===== config.mk =====
export PLATFORM = sky130hd
export DESIGN_NAME = sum_accum
export DESIGN_NICKNAME = d
export VERILOG_FILES = /design/src/rtl/sum_accum_pkg.sv /design/src/rtl/sum_accum_fifo2.sv /design/src/rtl/sum_accum.sv
export SDC_FILE = /design/constraint.sdc
export NUM_CORES = 1
export LEC_CHECK = 0
export ABC_AREA = 1
export CELL_PAD_IN_SITES_DETAIL_PLACEMENT = 0
export CELL_PAD_IN_SITES_GLOBAL_PLACEMENT = 1
export CORE_MARGIN = 5
export CORE_UTILIZATION = 44
export CTS_CLUSTER_DIAMETER = 120
export DETAILED_ROUTE_END_ITERATION = 12
export GPL_TIMING_DRIVEN = 0
export MAX_ROUTING_LAYER = met4
export PLACE_DENSITY = 0.87
export SLEW_MARGIN = 20
export SYNTH_ARGS = -nofsm -noshare
export SYNTH_HDL_FRONTEND = slang
export SYNTH_SLANG_ARGS = --single-unit

===== constraint.sdc =====
create_clock -name clk -period 3.4 [get_ports clk]
set_input_delay 0.51 -clock clk [delete_from_list [all_inputs] [get_ports clk]]
set_output_delay 0.51 -clock clk [all_outputs]
set_load 0.05 [all_outputs]

===== src/rtl/sum_accum_pkg.sv =====
// Shared defaults, width derivation and data typedefs for the frame accumulator.
package sum_accum_pkg;

  localparam int IN_W_DEF  = 9;
  localparam int COUNT_DEF = 4;

  // Frame-total width: enough headroom that COUNT full-scale samples never overflow.
  function automatic int calc_out_w(input int in_w, input int count);
    return in_w + $clog2(count);
  endfunction

  localparam int OUT_W_DEF = calc_out_w(IN_W_DEF, COUNT_DEF);

  typedef logic [IN_W_DEF-1:0]  sum_t;
  typedef logic [OUT_W_DEF-1:0] total_t;

endpackage


===== src/rtl/sum_accum_fifo2.sv =====
// Two-entry FIFO with 1-bit pointers and a separate occupancy count,
// so full and empty are never ambiguous. Head reads as 0 when empty.
module sum_accum_fifo2 #(
  parameter int W = 11
) (
  input  logic         clk,
  input  logic         rst,
  input  logic         push,
  input  logic [W-1:0] push_data,
  input  logic         pop,
  output logic [W-1:0] head,
  output logic [1:0]   occupancy
);

  logic [W-1:0] mem [2];
  logic         wr_ptr;
  logic         rd_ptr;
  logic [1:0]   occ;

  // Pointer and occupancy bookkeeping; push/pop legality is guaranteed by the caller.
  always_ff @(posedge clk or posedge rst) begin
    if (rst) begin
      wr_ptr <= 1'b0;
      rd_ptr <= 1'b0;
      occ    <= 2'd0;
    end else begin
      if (push) wr_ptr <= ~wr_ptr;
      if (pop)  rd_ptr <= ~rd_ptr;
      case ({push, pop})
        2'b10:   occ <= occ + 2'd1;
        2'b01:   occ <= occ - 2'd1;
        default: occ <= occ;
      endcase
    end
  end

  // Storage holds data only and needs no reset; occupancy gates visibility.
  always_ff @(posedge clk) begin
    if (push) mem[wr_ptr] <= push_data;
  end

  assign occupancy = occ;
  assign head      = (occ != 2'd0) ? mem[rd_ptr] : '0;

endmodule


===== src/rtl/sum_accum.sv =====
// Frame accumulator: sums COUNT consecutive adder outputs into one total and
// hands totals to the sink through a 2-entry buffer, counting emitted frames.
module sum_accum
  import sum_accum_pkg::*;
#(
  parameter int IN_W  = IN_W_DEF,
  parameter int COUNT = COUNT_DEF,
  parameter int OUT_W = calc_out_w(IN_W, COUNT)
) (
  input  logic             clk,
  input  logic             rst,
  input  logic             clr,
  output logic             din_busy,
  input  logic             din_vld,
  input  logic [IN_W-1:0]  din_data,
  input  logic             dout_busy,
  output logic             dout_vld,
  output logic [OUT_W-1:0] dout_data,
  output logic [7:0]       frame_cnt
);

  localparam int CNT_W = $clog2(COUNT);
  // The FSM state is the sample index: ACCUM below this value, LAST at it.
  localparam logic [CNT_W-1:0] LAST_CNT = CNT_W'(COUNT - 1);

  logic [OUT_W-1:0] acc;
  logic [CNT_W-1:0] cnt;
  logic [OUT_W-1:0] din_ext;
  logic [OUT_W-1:0] sum_next;
  logic             is_last;
  logic             in_xfer;
  logic             out_xfer;
  logic             push;
  logic [1:0]       occupancy;
  logic [OUT_W-1:0] head;

  assign is_last  = (cnt == LAST_CNT);
  // Only the final sample of a frame can stall, and only on a full buffer.
  assign din_busy = is_last && (occupancy == 2'd2);
  assign in_xfer  = din_vld && !din_busy;
  assign din_ext  = OUT_W'(din_data);
  assign sum_next = acc + din_ext;
  // clr overrides frame completion, so a clearing transfer never pushes.
  assign push     = in_xfer && is_last && !clr;

  assign dout_vld  = (occupancy != 2'd0);
  assign dout_data = head;
  assign out_xfer  = dout_vld && !dout_busy;

  // Accumulator FSM: add in ACCUM, hand off and restart in LAST, restart on clr.
  always_ff @(posedge clk or posedge rst) begin
    if (rst) begin
      acc <= '0;
      cnt <= '0;
    end else if (clr) begin
      if (in_xfer) begin
        acc <= din_ext;
        cnt <= CNT_W'(1);
      end else begin
        acc <= '0;
        cnt <= '0;
      end
    end else if (in_xfer) begin
      if (is_last) begin
        acc <= '0;
        cnt <= '0;
      end else begin
        acc <= sum_next;
        cnt <= cnt + CNT_W'(1);
      end
    end
  end

  // Emitted-frame counter, wraps modulo 256.
  always_ff @(posedge clk or posedge rst) begin
    if (rst) begin
      frame_cnt <= 8'd0;
    end else if (out_xfer) begin
      frame_cnt <= frame_cnt + 8'd1;
    end
  end

  sum_accum_fifo2 #(
    .W(OUT_W)
  ) u_fifo (
    .clk       (clk),
    .rst       (rst),
    .push      (push),
    .push_data (sum_next),
    .pop       (out_xfer),
    .head      (head),
    .occupancy (occupancy)
  );

endmodule

==> results.toml <==
[run_status]
status = "completed"

[yosys]
synth_top_area_frac = 0.256
synth_area_per_cell_um2 = 8.55
synth_area_mm2 = 0.00258
netlist_instances = 302
ys_ff_latch = 47
synth_fp_nets = 329
yosys.area.top_type = "edfxtp_1"
ys_warn_count = 0
yosysSeqAreaShare = 0.498
synth.distinct_cells = 32
synthTopCellsByArea = "edfxtp_1 (26%), dfrtp_1 (24%), nand2_1 (16%)"

[die]
chipHeight_um = 86.6
die-area_mm2 = 0.00750
initial_core_util = 0.444
std_cell_rows = 28
die_x_um = 86.6
core_area_mm2 = 0.00582
ioPinCount = 35

[placement]
place_inst = 411
port_buffers = 34
post-dp-hpwl_mm = 4.00
place.gp.congestion = 0.866

[finish]
final_common_cell = "nand2_1"
diodes = 0
area_growth_pct = 21.9
layout_common_cells = "nand2_1 (111), clkdlybuf4s50_1 (34), inv_1 (31), nand3_1 (25), dfrtp_1 (25)"
regArea_mm2 = 0.00129
final.fill_count = 563
drive_above_1_share = 0.0581
fin_nets = 370
final_cells = 419
multi_input_area_mm2 = 0.00115

[route]
drtIter0Drc = 72
wl_per_cell_um = 12.6
vias_per_cell = 4.74
ant_nets = 0
vias = 1986
drt_wl_total_mm = 5.27
drc = 0
dr.pass1.iters = 4

[grt]
antenna_found_initial = 0
grt_overflow = 0
grt_max_degree = 26
grt_pass1_vias = 1984
grt_usage = 0.163
grt_pass1_wl_mm = 9.25

[cts]
cts_tree = "done"
cts_inserted_buffers = 5
postCtsSetupRepairBufs = 0
clkSinkCount = 47
insertion_delay_ns = 0.30
cts_hold_buf = 0
clockRootBuffer = "clkbuf_8"
htreeDepth = 2
postCtsResizedCells = 0
cts_buffer_depth = 2
clk_transition_reported_paths_ns = 0.08

[sta]
hold_violations = 0
fmax_mhz = 359
post-route-min-period_ns = 2.79
worst_pin_slew_ns = 0.970
finalSetupTns_ns = 0
skew_ns = 0.00986
setup_viol = 0
rsz0062_at_grt = "false"
slew_viol_final = 0
maxSlewHeadroom = 0.351
post-route-period-util = 0.820

[power]
p_leak_nw = 1.48
switching_share = 0.434
power.total_mw = 2.51
seqPwrFrac = 0.319
ir_drop_mv = 0.368
power_frac_comb = 0.490
p_int_mw = 1.42
power.switching_mw = 1.09
power_density_mw_per_mm2 = 797
clkPwrFrac = 0.191

[setup_path]
required_ns = 2.89
cp_max_fo = 10
cp_slowest_cell = "clkdlybuf4s50_1"
crit_type = "flip-flop to output pin"
critPathArrivalTime_ns = 2.28
startpoint_type = "flip-flop"
end_kind = "output pin"
crit_chain = "nor2_2 -> clkbuf_1 -> a21oi_1 -> clkdlybuf4s50_1"
max_stage_delay_ns = 0.72

[job]
cap_violations = 0

[min_path]
hold_class = "flip-flop to flip-flop"
[through the flow]
stage | worst slack [ns] | util | hold slack (ns) | instance area, um^2
6_report | 0.612 | 0.542 | 0.480 | 3150
5_1_grt | 0.461 | 0.542 | 0.524 | 3150
4_1_cts | 0.575 | 0.542 | 0.486 | 3150
3_5_place_dp | 0.756 | 0.519 | 0.465 | 3020
3_3_place_gp | 0.756 | 0.519 | 0.460 | 3020
2_1_floorplan | 1.34 | - | 0.446 | 2580
[final cells by class]
cell class	count	area share
plain buffers	4	0.00596
inverters	35	0.0417
clock inverters	2	0.0191
multi-input cells	216	0.364
well taps	75	0.0298
repair buffers	34	0.108
clock buffers	6	0.0230
flip-flops and latches	47	0.408
[critical path, delay by kind of cell (launching register included)]
family	cells	cell delay [ns]
simple gates	1	0.34
flops	1	0.43
buf+inv	2	1.12
compound gates	1	0.09
[layer usage]
metal / up-vias / track usage / wire length (um)
li1: 1050 / - / -
met1: 906 / 0.218 / 2500
met4: 0 / 0.0382 / 47
met3: 4 / 0.0276 / 159
met2: 26 / 0.259 / 2560
met5: - / - / 0
[flip-flops by register name, indices dropped and copies added, names as in the netlist]
signal and count:
u_fifo.rd_ptr 1, frame_cnt 8, u_fifo.wr_ptr 1, u_fifo.occupancy 2, cnt 2, u_fifo.mem 22, acc 11
[synth_stat cells]
library cell / instances
inv_1: 32
nand4_1: 2
dfrtp_1: 25
clkbuf_1: 2
nor2_4: 1
a21boi_0: 1
buf_4: 1
or2_2: 1
mux2_2: 1
clkinv_1: 1
edfxtp_1: 22
fa_1: 1
nand2_2: 2
nand2_1: 111
nand3_1: 25
o21ai_0: 3
inv_2: 2
o21bai_1: 1
xor2_1: 7
nor2_2: 3
ha_1: 12
nor2_1: 12
nand3_2: 1
or2_0: 1
xnor2_1: 7
o211ai_1: 1
or2_1: 1
a22o_1: 1
nor2_8: 1
a21oi_1: 16
and2_1: 4
buf_1: 1
[worst paths after layout]
kind | start | to | slack (ns) | depth (start not counted)
hold reg to reg | cnt[1]$_DFFE_PP0P_ | cnt[1]$_DFFE_PP0P_ | 0.48 | 2
min in group asynchronous | rst | acc[5]$_DFFE_PP0P_ | 0.61 | 2
setup / recovery | u_fifo.occupancy[0]$_DFFE_PP0P_ | dout_data[1] | 0.61 | 4
hold / removal | cnt[1]$_DFFE_PP0P_ | cnt[1]$_DFFE_PP0P_ | 0.48 | 2
setup reg to reg | cnt[0]$_DFFE_PP0P_ | u_fifo.mem[1][4]$_DFFE_PP_ | 1.08 | 6
max in group asynchronous | rst | u_fifo.occupancy[0]$_DFFE_PP0P_ | 2.35 | 2
[logic make-up after synthesis]
group	share of synthesized area
DFF	0.498
muxes	0.00436
adders and majority gates	0.0659
and+or+nand+nor	0.277
AOI/OAI and AO/OA	0.0489
xor gates and xnor gates	0.0475
buffers and inverters	0.0581
[power by group through the flow]
| stage | Clock (mW) | Sequential, mW | Combinational [mW] |
|---|---|---|---|
| floorplan | 0 | 0.928 | 0.749 |
| global placement | 0 | 0.809 | 1.22 |
| detailed placement | 0 | 0.814 | 1.24 |
| CTS | 0.489 | 0.802 | 1.24 |
| global route | 0.512 | 0.820 | 1.35 |
| finish | 0.480 | 0.800 | 1.23 |
Power figures use the tool's default switching activity.
